`config.mk`:
```
export PLATFORM = sky130hd
export DESIGN_NAME = uart_rx
export DESIGN_NICKNAME = d
export VERILOG_FILES = /design/src/rtl/uart_rx.sv
export SDC_FILE = /design/constraint.sdc
export NUM_CORES = 1
export LEC_CHECK = 0
export ABC_CLOCK_PERIOD_IN_PS = 2870
export CAP_MARGIN = 20
export CORE_ASPECT_RATIO = 0.6
export CORE_MARGIN = 4
export CORE_UTILIZATION = 45
export DETAILED_ROUTE_END_ITERATION = 10
export PLACE_DENSITY = 0.62
export SLEW_MARGIN = 0
export SYNTH_ARGS = -nofsm -noshare
export SYNTH_HDL_FRONTEND = slang
export SYNTH_SLANG_ARGS = --single-unit
```
`constraint.sdc`:
```
create_clock -name clk -period 2.87 [get_ports clk]
set_input_delay 0.4305 -clock clk [delete_from_list [all_inputs] [get_ports clk]]
set_output_delay 0.4305 -clock clk [all_outputs]
set_load 0.005 [all_outputs]
```
`src/rtl/uart_rx.sv`:
```
// uart_rx: 8N1 UART receiver, 16x oversampling, valid/ready output with framing and sticky overrun flags
module uart_rx #(
  parameter int CLK_F = 25000000,
  parameter int BAUD_RATE = 9600
) (
  input  logic       clk,
  input  logic       reset,
  input  logic       rx,
  output logic [7:0] rx_data,
  output logic       rx_valid,
  input  logic       rx_ready,
  output logic       frame_err,
  output logic       overrun
);
  localparam int DIV = CLK_F / (BAUD_RATE * 16);
  localparam int DW = DIV > 1 ? $clog2(DIV) : 1;
  localparam logic [1:0] IDLE = 2'd0, START = 2'd1, DATA = 2'd2, STOP = 2'd3;
  logic [1:0] state;
  logic [1:0] sync;
  logic [DW-1:0] div_cnt;
  logic [3:0] os_cnt;
  logic [2:0] bit_idx;
  logic [7:0] shift;
  logic rx_s, tick, mid, last, done, xfer;
  assign rx_s = sync[1];
  assign tick = state != IDLE && div_cnt == DW'(DIV - 1);
  assign mid = tick && os_cnt == 4'd7;
  assign last = tick && os_cnt == 4'd15;
  assign done = last && state == STOP && rx_s;
  assign xfer = rx_valid && rx_ready;
  always_ff @(posedge clk or negedge reset) begin
    if (!reset) begin
      sync <= 2'b11;
      state <= IDLE;
      div_cnt <= '0;
      os_cnt <= '0;
      bit_idx <= '0;
      shift <= '0;
      rx_data <= '0;
      rx_valid <= 1'b0;
      frame_err <= 1'b0;
      overrun <= 1'b0;
    end else begin
      sync <= {sync[0], rx};
      div_cnt <= (state == IDLE || tick) ? '0 : div_cnt + 1'b1;
      os_cnt <= (state == IDLE || (state == START && mid)) ? '0 : os_cnt + 4'(tick);
      case (state)
        IDLE: if (!rx_s) state <= START;
        START: if (mid) state <= rx_s ? IDLE : DATA;
        DATA: if (last && bit_idx == 3'd7) state <= STOP;
        default: if (last) state <= IDLE;
      endcase
      if (state == START) bit_idx <= '0;
      else if (state == DATA && last) bit_idx <= bit_idx + 1'b1;
      if (state == DATA && last) shift[bit_idx] <= rx_s;
      frame_err <= last && state == STOP && !rx_s;
      // a completed byte wins the output register only if the previous one is gone or leaving now
      rx_valid <= done || (rx_valid && !xfer);
      if (done && (!rx_valid || xfer)) rx_data <= shift;
      if (done && rx_valid && !xfer) overrun <= 1'b1;
    end
  end
endmodule

```
==> metrics, run 1 <==
Synth Flop Type dfrtp_1; Internal Power between 700 and 800 uW; worst r2r src state[0]; setup ws final 0.5220 ns; Hold Violations, Final 0; setup_tns 0 ns; r2r setup slk ~0.52 ns; via count between 1000 and 1500; storage element area roughly 950 um2; gr usage total about 15%; Synth area leader dfrtp_1; Pwr Density 442.4 mW/mm2; multi-input combinational cell area ~840 um2; Die Area about 0.0052 mm2; critical path type flop to flop; Filler cells ~340; status complete, no violations; sw power 193.7 uW; IO Port Bufs 14; clock share of power around 40%; setup violators final 0; MaxCap Viol Count 0; Gate Count Post-Synth 154; post-route ant nets 0; row cnt 17; #FFs+latches synth 38; initial antenna violation count 0; Setup crit end kind flop; post-CTS sizing 0; Clk pin slew, worst setup/hold paths ~0.07 ns; CP peak stage delay ~0.43 ns; Die Y-Extent ~57 um; Post-Route WL 3440 um; CTS H-tree depth 2; Hold Crit Class input port to async pin; Die X-Extent around 90 um; CTS max path bufs 2; min cycle time layout between 2 and 2.5 ns; syn avg cell area approximately 12 um2; CP max FO 19; First-pass DRT Iterations 4; Cell Chain, Critical Path inv_1 > ha_1 > nand2b_1 > nor4_1 > buf_4 > nor4bb_1 > mux2_2; vias in the first global route about 1200; commonest non-fill, non-tap cell in the layout dfrtp_1; antenna cells 0; DR DRC count 0; f_max ~0.43 GHz; register area share after synthesis 51.94%; ys async rst share between 90% and 100%; wire per inst between 15 and 20 um; Vias/cell 5.719; core footprint ~0.0038 mm2; total gr overflow 0; post-synth net total between 150 and 200; critical path required time approximately 3.1 ns; RSZ-0062 raised after global routing false; Worst R2R End shift[1]; root buf cell clkbuf_8; maximum vdd drop between 0.2 and 0.25 mV; largest net degree at the start of global routing 39; fraction of power consumed by sequential logic about three fifths; CTS tree built; r2r worst-path depth 7; Yosys cell types 40; post-CTS setup buffers 0; YS warnings 0; dpl ws 0.5626 ns; Clock Latency Late Sink ~0.29 ns; Arr. time, crit path approximately 2.5 ns; Initial Utilization approximately half; Sw Ratio roughly a fifth; Yosys top cell area share between 40 and 50%; number of top-level pins 15; CP max stage cell dfrtp_1; Worst slew margin 45.28%; Tcrit/Tclk final 81.81%; DP Wirelength ~2400 um; CTS Hold Bufs 0; commonest non-fill, non-tap cells in the layout dfrtp_1, mux2_2, clkdlybuf4s50_1, nor2_1; synth top area cells dfrtp_1, mux2_2, ha_1, dfstp_2, xor2_1; P&R area growth vs syn 14.38%; Startpoint Class flop; Critical Path Start state[0]; nets around 180; first-pass GRT wire length approximately 6000 um; clock sink count 38; Initial DRC Count between 60 and 70; global placer's final weighted congestion slightly above 0.8; Mapped Area 0.001836 mm2; fin. max-slew vios 0; Post-synth EDFFs 0; clk_skew 0.006228 ns; leakage between 0.9 and 1 nW; Slew @ Worst Pin approximately 0.8 ns; CTS buffer count 5; layout cell share with drive strength beyond 1 a little under a fifth; Comb power frac 1.5%
worst max-delay path, delay by kind of cell, from the launching register on:
kind | cells | cell delay [ns]
muxes | 1 | 0.37
buffers and inverters | 2 | 0.33
DFF | 1 | 0.43
adders and majority gates | 1 | 0.43
and+or+nand+nor | 3 | 0.69
worst max path at each step:
stage	endpoint	slack, ns	cells past startpoint
2_1_floorplan	shift[4]	0.78	6
3_3_place_gp	shift[1]	0.63	7
3_5_place_dp	shift[1]	0.56	7
4_1_cts	shift[1]	0.52	7
5_1_grt	shift[1]	0.33	7
6_report	shift[1]	0.52	7
cells by family after synthesis:
| kind of cell | after synthesis | synth area share [%] |
|---|---|---|
| adder cells (fa/ha/maj) | 10 | 6.817 |
| multiplexers | 18 | 10.91 |
| buffers and inverters | 11 | 2.386 |
| flip-flops | 38 | 51.94 |
| AND/OR/NAND/NOR | 58 | 19.16 |
| AO/OA/AOI/OAI | 10 | 4.499 |
| XOR/XNOR | 9 | 4.295 |
power by group through the flow:
| stage | registers [mW] | clock network [mW] | logic [mW] |
|---|---|---|---|
| CTS | 0.541 | 0.388 | 0.0151 |
| floorplan | 0.549 | 0 | 0.00220 |
| global route | 0.541 | 0.415 | 0.0167 |
| global placement | 0.551 | 0 | 0.0143 |
| finish | 0.540 | 0.375 | 0.0138 |
| detailed placement | 0.551 | 0 | 0.0150 |
per-layer routing:
layer  vias to the layer above  global-route usage [%]  part of all wire [%]
li1                        590                       -                     -
met1                       614                   20.54                    50
met5                         -                       0                     0
met4                         0                   5.447                   1.2
met3                         5                   4.611                   6.5
met2                        32                   21.13                    42
registers in the layout (all words and copies together) (netlist names):
register   cells
div_cnt        8
rx_data        8
shift          8
os_cnt         4
bit_idx        3
state          2
sync           2
frame_err      1
overrun        1
rx_valid       1
through the flow:
step,hold slack (ns),area (um2),power (mW),instances,utilization [%]
after floorplan,0.1349,1836,0.5509,154,-
after global placement,0.3475,2008,0.5652,209,53.04
after detailed placement,0.3555,2008,0.5661,209,53.04
after CTS,0.2740,2100,0.9441,217,55.45
after global routing,0.3185,2100,0.9725,217,55.45
final,0.2388,2100,0.9288,217,55.45
Yosys cell counts (3+ instances only):
master / instances
and2_1: 3
ha_1: 10
nand4b_1: 4
nor3_1: 8
dfrtp_1: 36
xnor2_1: 3
nand2b_1: 4
mux2_2: 16
clkbuf_1: 5
inv_1: 4
nand3_1: 10
nor2_1: 11
xor2_1: 6
cell type report:
class | instances | share of cell area [%]
clock inverter | 1 | 0.2384
sequential | 38 | 45.41
clock buffer | 7 | 4.112
tap | 47 | 2.801
timing repair buffer | 15 | 6.794
multi-input combinational | 105 | 39.93
inverter | 4 | 0.7151
Note: power is estimated with default switching activity, not from simulation.
==> run 2, diff against run 1 <==
--- a/config.mk
+++ b/config.mk
@@ -5,13 +5,13 @@
 export SDC_FILE = /design/constraint.sdc
 export NUM_CORES = 1
 export LEC_CHECK = 0
-export ABC_CLOCK_PERIOD_IN_PS = 2870
+export ABC_CLOCK_PERIOD_IN_PS = 2100
 export CAP_MARGIN = 20
 export CORE_ASPECT_RATIO = 0.6
 export CORE_MARGIN = 4
 export CORE_UTILIZATION = 45
 export DETAILED_ROUTE_END_ITERATION = 10
-export PLACE_DENSITY = 0.62
+export PLACE_DENSITY = 0.65
 export SLEW_MARGIN = 0
 export SYNTH_ARGS = -nofsm -noshare
 export SYNTH_HDL_FRONTEND = slang
==> constraint.sdc (replaced) <==
create_clock -name clk -period 2.1 [get_ports clk]
set_input_delay 0.315 -clock clk [delete_from_list [all_inputs] [get_ports clk]]
set_output_delay 0.315 -clock clk [all_outputs]
set_load 0.005 [all_outputs]
==> metrics, run 2 (synthesis gave the netlist of run 1 again) <==
Setup crit end kind flop (unchanged); total gr overflow 0 (unchanged); layout cell share with drive strength beyond 1 27.42% (was 18.82%); fin. max-slew vios 0 (unchanged); clock share of power 38.5% (was 40.3%); commonest non-fill, non-tap cell in the layout dfrtp_1 (unchanged); critical path required time 2.27 ns (was 3.05 ns); CTS H-tree depth 2 (unchanged); min cycle time layout 2.067 ns (was 2.348 ns); clock sink count 38 (unchanged); maximum vdd drop 0.3262 mV (was 0.2284 mV); Hold Violations, Final 0 (unchanged); post-route ant nets 0 (unchanged); final cell count without fillers 233 (was 217); RSZ-0062 raised after global routing true (was false); core footprint 0.003786 mm2 (unchanged); status complete, no violations (unchanged); CTS max path bufs 2 (unchanged); critical path type flop to flop (unchanged); global placer's final weighted congestion 0.8607 (was 0.8115); Worst slew margin 45.63% (was 45.28%); root buf cell clkbuf_8 (unchanged); IO Port Bufs 14 (unchanged); setup violators final 0 (unchanged); number of top-level pins 15 (unchanged); Hold Crit Class input port to async pin (unchanged); Startpoint Class flop (unchanged); largest net degree at the start of global routing 39 (unchanged); Initial DRC Count 89 (was 61); via count 1258 (was 1241); setup_tns 0 ns (unchanged); largest registers div_cnt x8, rx_data x8, shift x8 (unchanged); antenna cells 0 (unchanged); Die Y-Extent 57.47 um (unchanged); CTS buffer count 5 (unchanged); fraction of power consumed by sequential logic 59.7% (was 58.2%); MaxCap Viol Count 0 (unchanged); first-pass GRT wire length 5823 um (was 5968 um); placed cell count 223 (was 209); gr usage total 14.29% (was 14.60%); Sw Ratio 21.34% (was 20.86%); Initial Utilization 48.48% (unchanged); Comb power frac 1.9% (was 1.5%); Arr. time, crit path 2.24 ns (was 2.52 ns); vias in the first global route 1192 (was 1228); Post-Route WL 3447 um (was 3440 um); First-pass DRT Iterations 4 (unchanged); DP Wirelength 2544 um (was 2421 um); Filler cells 312 (was 339); sw power 263.4 uW (was 193.7 uW); initial antenna violation count 0 (unchanged); CTS tree built (unchanged); Tcrit/Tclk final 98.43% (was 81.81%); Clk pin slew, worst setup/hold paths 0.07 ns (about the same); final instance area 0.002237 mm2 (was 0.002100 mm2); Vias/cell 5.399 (was 5.719); f_max 0.4838 GHz (was 0.4259 GHz); Slew @ Worst Pin 0.8155 ns (was 0.8208 ns); commonest non-fill, non-tap cells in the layout dfrtp_1, buf_4, mux2_2, clkdlybuf4s50_1, nor2_1 (was dfrtp_1, mux2_2, clkdlybuf4s50_1, nor2_1); row cnt 17 (unchanged); leakage 1.043 nW (was 0.9581 nW); DR DRC count 0 (unchanged); P&R area growth vs syn 21.88% (was 14.38%); Die X-Extent 90.45 um (unchanged); wire per inst 14.79 um (was 15.85 um); Placed Area 0.002113 mm2 (was 0.002008 mm2); nets 199 (was 183); Pwr Density 551.7 mW/mm2 (was 442.4 mW/mm2); Die Area 0.005198 mm2 (unchanged); Internal Power 970.9 uW (was 735.1 uW); CP max FO 5 (was 19); Clock Latency Late Sink 0.29 ns (about the same); clk_skew 0.01087 ns (was 0.006228 ns)
-- run 2: worst paths after layout --
kind | startpoint | slack (ns) | depth (start not counted) | endpoint
max | div_cnt[1] | 0.03 | 7 | state[0]
min | reset | 0.12 | 1 | bit_idx[0]
max reg2reg | div_cnt[1] | 0.03 | 7 | state[0]
min reg2reg | sync[0] | 0.36 | 0 | sync[1]
max in group asynchronous | reset | 1.47 | 1 | div_cnt[5]
min in group clk | sync[0] | 0.36 | 0 | sync[1]
-- run 2: per-stage QoR --
step	power [mW]	utilization [%]	setup WS, ns	hold WS [ns]
global placement	0.7750	55.82	0.1069	0.3468
detailed placement	0.7747	55.82	0.06839	0.3478
finish	1.234	59.09	0.03293	0.1237
CTS	1.249	58.00	0.05154	0.1420
floorplan	0.7528	-	0.01119	0.01941
global route	1.279	59.09	-0.04687	0.2073
-- run 2: final cells by class --
cell class | instances | area (um2) | share of cell area (%)
Sequential cell | 38 | 953.4 | 42.62
Timing Repair Buffer | 31 | 262.8 | 11.74
Clock buffer | 6 | 72.57 | 3.244
Multi-Input combinational cell | 105 | 864.6 | 38.65
Inverter | 4 | 15.01 | 0.6711
Tap cell | 47 | 58.81 | 2.629
Clock inverter | 2 | 10.01 | 0.4474
-- run 2: what timing repair did --
item,in CTS,in global routing
hold buffers,0,0
resized for setup,0,5
setup endpoints to repair,0,10
buffers inserted,0,2
-- run 2: layer usage --
layer | wire length, um | track usage, % | part of all wire (%) | vias to the layer above
li1 | - | - | - | 618
met1 | 1895 | 22.13 | 55 | 612
met2 | 1378 | 18.90 | 40 | 24
met3 | 146 | 4.480 | 4.2 | 4
met4 | 26 | 3.922 | 0.75 | 0
met5 | 0 | 0 | 0 | -
-- run 2: power by group through the flow --
stage	logic (mW)	clock network, mW	registers (mW)
finish	0.0230	0.475	0.736
global route	0.0276	0.515	0.736
CTS	0.0241	0.489	0.736
detailed placement	0.0245	0	0.750
global placement	0.0247	0	0.750
floorplan	0.00301	0	0.750
-- run 2: critical path: stages (launching register included) --
cell and delay, ns:
dfrtp_1 0.38, inv_1 0.06, ha_1 0.15, nand4b_1 0.18
buf_4 0.20, o41a_1 0.44, or2_1 0.26, o32a_1 0.30
==> run 3, diff against run 2 <==
--- a/config.mk
+++ b/config.mk
@@ -11,6 +11,7 @@
 export CORE_MARGIN = 4
 export CORE_UTILIZATION = 45
 export DETAILED_ROUTE_END_ITERATION = 10
+export GPL_TIMING_DRIVEN = 0
 export PLACE_DENSITY = 0.65
 export SLEW_MARGIN = 0
 export SYNTH_ARGS = -nofsm -noshare
==> metrics, run 3 (synthesis gave the netlist of run 1 again) <==
critical path required time 2.27 ns (about the same); Cell Chain, Critical Path inv_1 > ha_2 > nand4b_1 > buf_4 > nor4_4 > buf_4 > and4bb_2 > mux2_4 (was inv_1 > ha_1 > nand4b_1 > buf_4 > o41a_1 > or2_1 > o32a_1); leakage 1.069 nW (was 1.043 nW); Clock Latency Late Sink 0.29 ns (about the same); total power 1.262 mW (was 1.234 mW); CP max stage cell dfrtp_1 (was o41a_1); largest net degree at the start of global routing 39 (unchanged); Slew @ Worst Pin 0.8329 ns (was 0.8155 ns); global placer's final weighted congestion 0.7282 (was 0.8607); min cycle time layout 2.157 ns (was 2.067 ns); sw power 261.8 uW (was 263.4 uW); commonest non-fill, non-tap cell in the layout dfrtp_1 (unchanged); DP Wirelength 2398 um (was 2544 um); P&R area growth vs syn 25.29% (was 21.88%); WHS 0.1246 ns (was 0.1237 ns); CTS H-tree depth 2 (unchanged); Vias/cell 5.447 (was 5.399); initial antenna violation count 0 (unchanged); crit path buf inv count 3 (was 2); Die Y-Extent 57.47 um (unchanged); Tcrit/Tclk final 102.7% (was 98.43%); core footprint 0.003786 mm2 (unchanged); First-pass DRT Iterations 4 (unchanged); largest registers div_cnt x8, rx_data x8, shift x8 (unchanged); RSZ-0062 raised after global routing true (unchanged); Hold Violations, Final 0 (unchanged); most frequent CP cell buf_4; Post-Route WL 3742 um (was 3447 um); gr usage total 14.49% (was 14.29%); Die Area 0.005198 mm2 (unchanged); setup_tns -0.1051 ns (was 0 ns); status finished with violations (was complete, no violations); antenna cells 0 (unchanged); fin. max-slew vios 0 (unchanged); vias in the first global route 1203 (was 1192); Sw Ratio 20.73% (was 21.34%); Arr. time, crit path 2.33 ns (was 2.24 ns); clock share of power 39.9% (was 38.5%); Hold Crit Class input port to async pin (unchanged); failing checks setup timing; Die X-Extent 90.45 um (unchanged); CP peak stage delay 0.38 ns (was 0.44 ns); Startpoint Class flop (unchanged); Setup crit end kind flop (unchanged); setup violators final 4 (was 0); CTS Hold Bufs 0 (unchanged); Internal Power 1.001 mW (was 970.9 uW); Initial Utilization 48.48% (unchanged); Placed Area 0.002029 mm2 (was 0.002113 mm2); MaxCap Viol Count 0 (unchanged); CTS buffer count 5 (unchanged); first-pass GRT wire length 5871 um (was 5823 um); via count 1291 (was 1258); layout cell share with drive strength beyond 1 29.47% (was 27.42%); wire per inst 15.79 um (was 14.79 um); total gr overflow 0 (unchanged); setup ws final -0.05675 ns (was 0.03293 ns); clk_skew 0.005004 ns (was 0.01087 ns); clock sink count 38 (unchanged); maximum vdd drop 0.3437 mV (was 0.3262 mV); Comb power frac 1.8% (was 1.9%); Pwr Density 548.9 mW/mm2 (was 551.7 mW/mm2); crit-path leading delay family simple AND/OR/NAND/NOR gates (was compound AO/OA/AOI/OAI gates); post-route ant nets 0 (unchanged); root buf cell clkbuf_8 (unchanged); critical path type flop to flop (unchanged); f_max 0.4637 GHz (was 0.4838 GHz); IO Port Bufs 14 (unchanged); row cnt 17 (unchanged); CP max FO 7 (was 5); Finished Core Util 60.74% (was 59.09%); nets 204 (was 199); fraction of power consumed by sequential logic 58.3% (was 59.7%); Clk pin slew, worst setup/hold paths 0.07 ns (about the same); Initial DRC Count 57 (was 89); commonest non-fill, non-tap cells in the layout dfrtp_1, buf_4, mux2_2, clkdlybuf4s50_1, nor2_1 (unchanged); number of top-level pins 15 (unchanged); Worst slew margin 44.47% (was 45.63%); final instance area 0.002300 mm2 (was 0.002237 mm2); CTS tree built (unchanged); CTS max path bufs 2 (unchanged); DR DRC count 0 (unchanged)
## run 3: changes by cell type in the layout (fill, tap and decap cells not counted), sizes merged
| cell | delta |
|---|---|
| clkinv | -2 |
| clkbuf | +4 |
| buf | +2 |
## run 3: routing by layer
layer  up-vias  part of all wire (%)  track usage (%)
met3         6                   4.5            4.084
met5         -                     0                0
li1        634                     -                -
met4         0                   1.4            5.229
met1       627                    51            21.61
met2        24                    43            19.96
## run 3: timing repair
action | in CTS | in global routing
setup endpoints to repair | 21 | 10
gates cloned | 0 | 0
buffers inserted | 2 | 15
gates resized for setup | 5 | 11
pin swaps | 0 | 3
## run 3: path summary, 6_finish.rpt
kind                                    to  slack [ns]  startpoint  cells past startpoint
worst max-delay path              shift[4]       -0.06  div_cnt[1]                      8
worst min-delay path             os_cnt[0]        0.12       reset                      1
worst max register to register    shift[4]       -0.06  div_cnt[1]                      8
worst min register to register     sync[1]        0.36     sync[0]                      0
max in group asynchronous       div_cnt[2]        1.40       reset                      1
min in group clk                   sync[1]        0.36     sync[0]                      0
## run 3: area by class of cell
type,instances,area [um2]
timing repair buffer,31,262.8
tap,47,58.81
sequential,38,955.9
inverter,4,15.01
clock buffer,7,86.33
multi-input combinational,105,889.6
fill,300,1486
buffer,5,31.28
## run 3: worst register-to-register path, stage by stage (launching register included)
cell and delay, ns:
dfrtp_1 0.38, inv_1 0.07, ha_2 0.17, nand4b_1 0.25, buf_4 0.24, nor4_4 0.18, buf_4 0.20, and4bb_2 0.26
mux2_4 0.30
## run 3: power groups by stage
| stage | Sequential (mW) | Combinational, mW | Clock, mW |
|---|---|---|---|
| 2_1_floorplan | 0.750 | 0.00301 | 0 |
| 3_3_place_gp | 0.750 | 0.0244 | 0 |
| 3_5_place_dp | 0.750 | 0.0238 | 0 |
| 4_1_cts | 0.736 | 0.0239 | 0.522 |
| 5_1_grt | 0.736 | 0.0271 | 0.552 |
| 6_report | 0.737 | 0.0226 | 0.503 |
## run 3: through the flow
step,std cells,setup WS [ns]
floorplan,154,0.01119
global placement,215,-0.2020
detailed placement,215,-0.2555
CTS,222,-0.1341
global route,237,-0.1139
finish,237,-0.05675
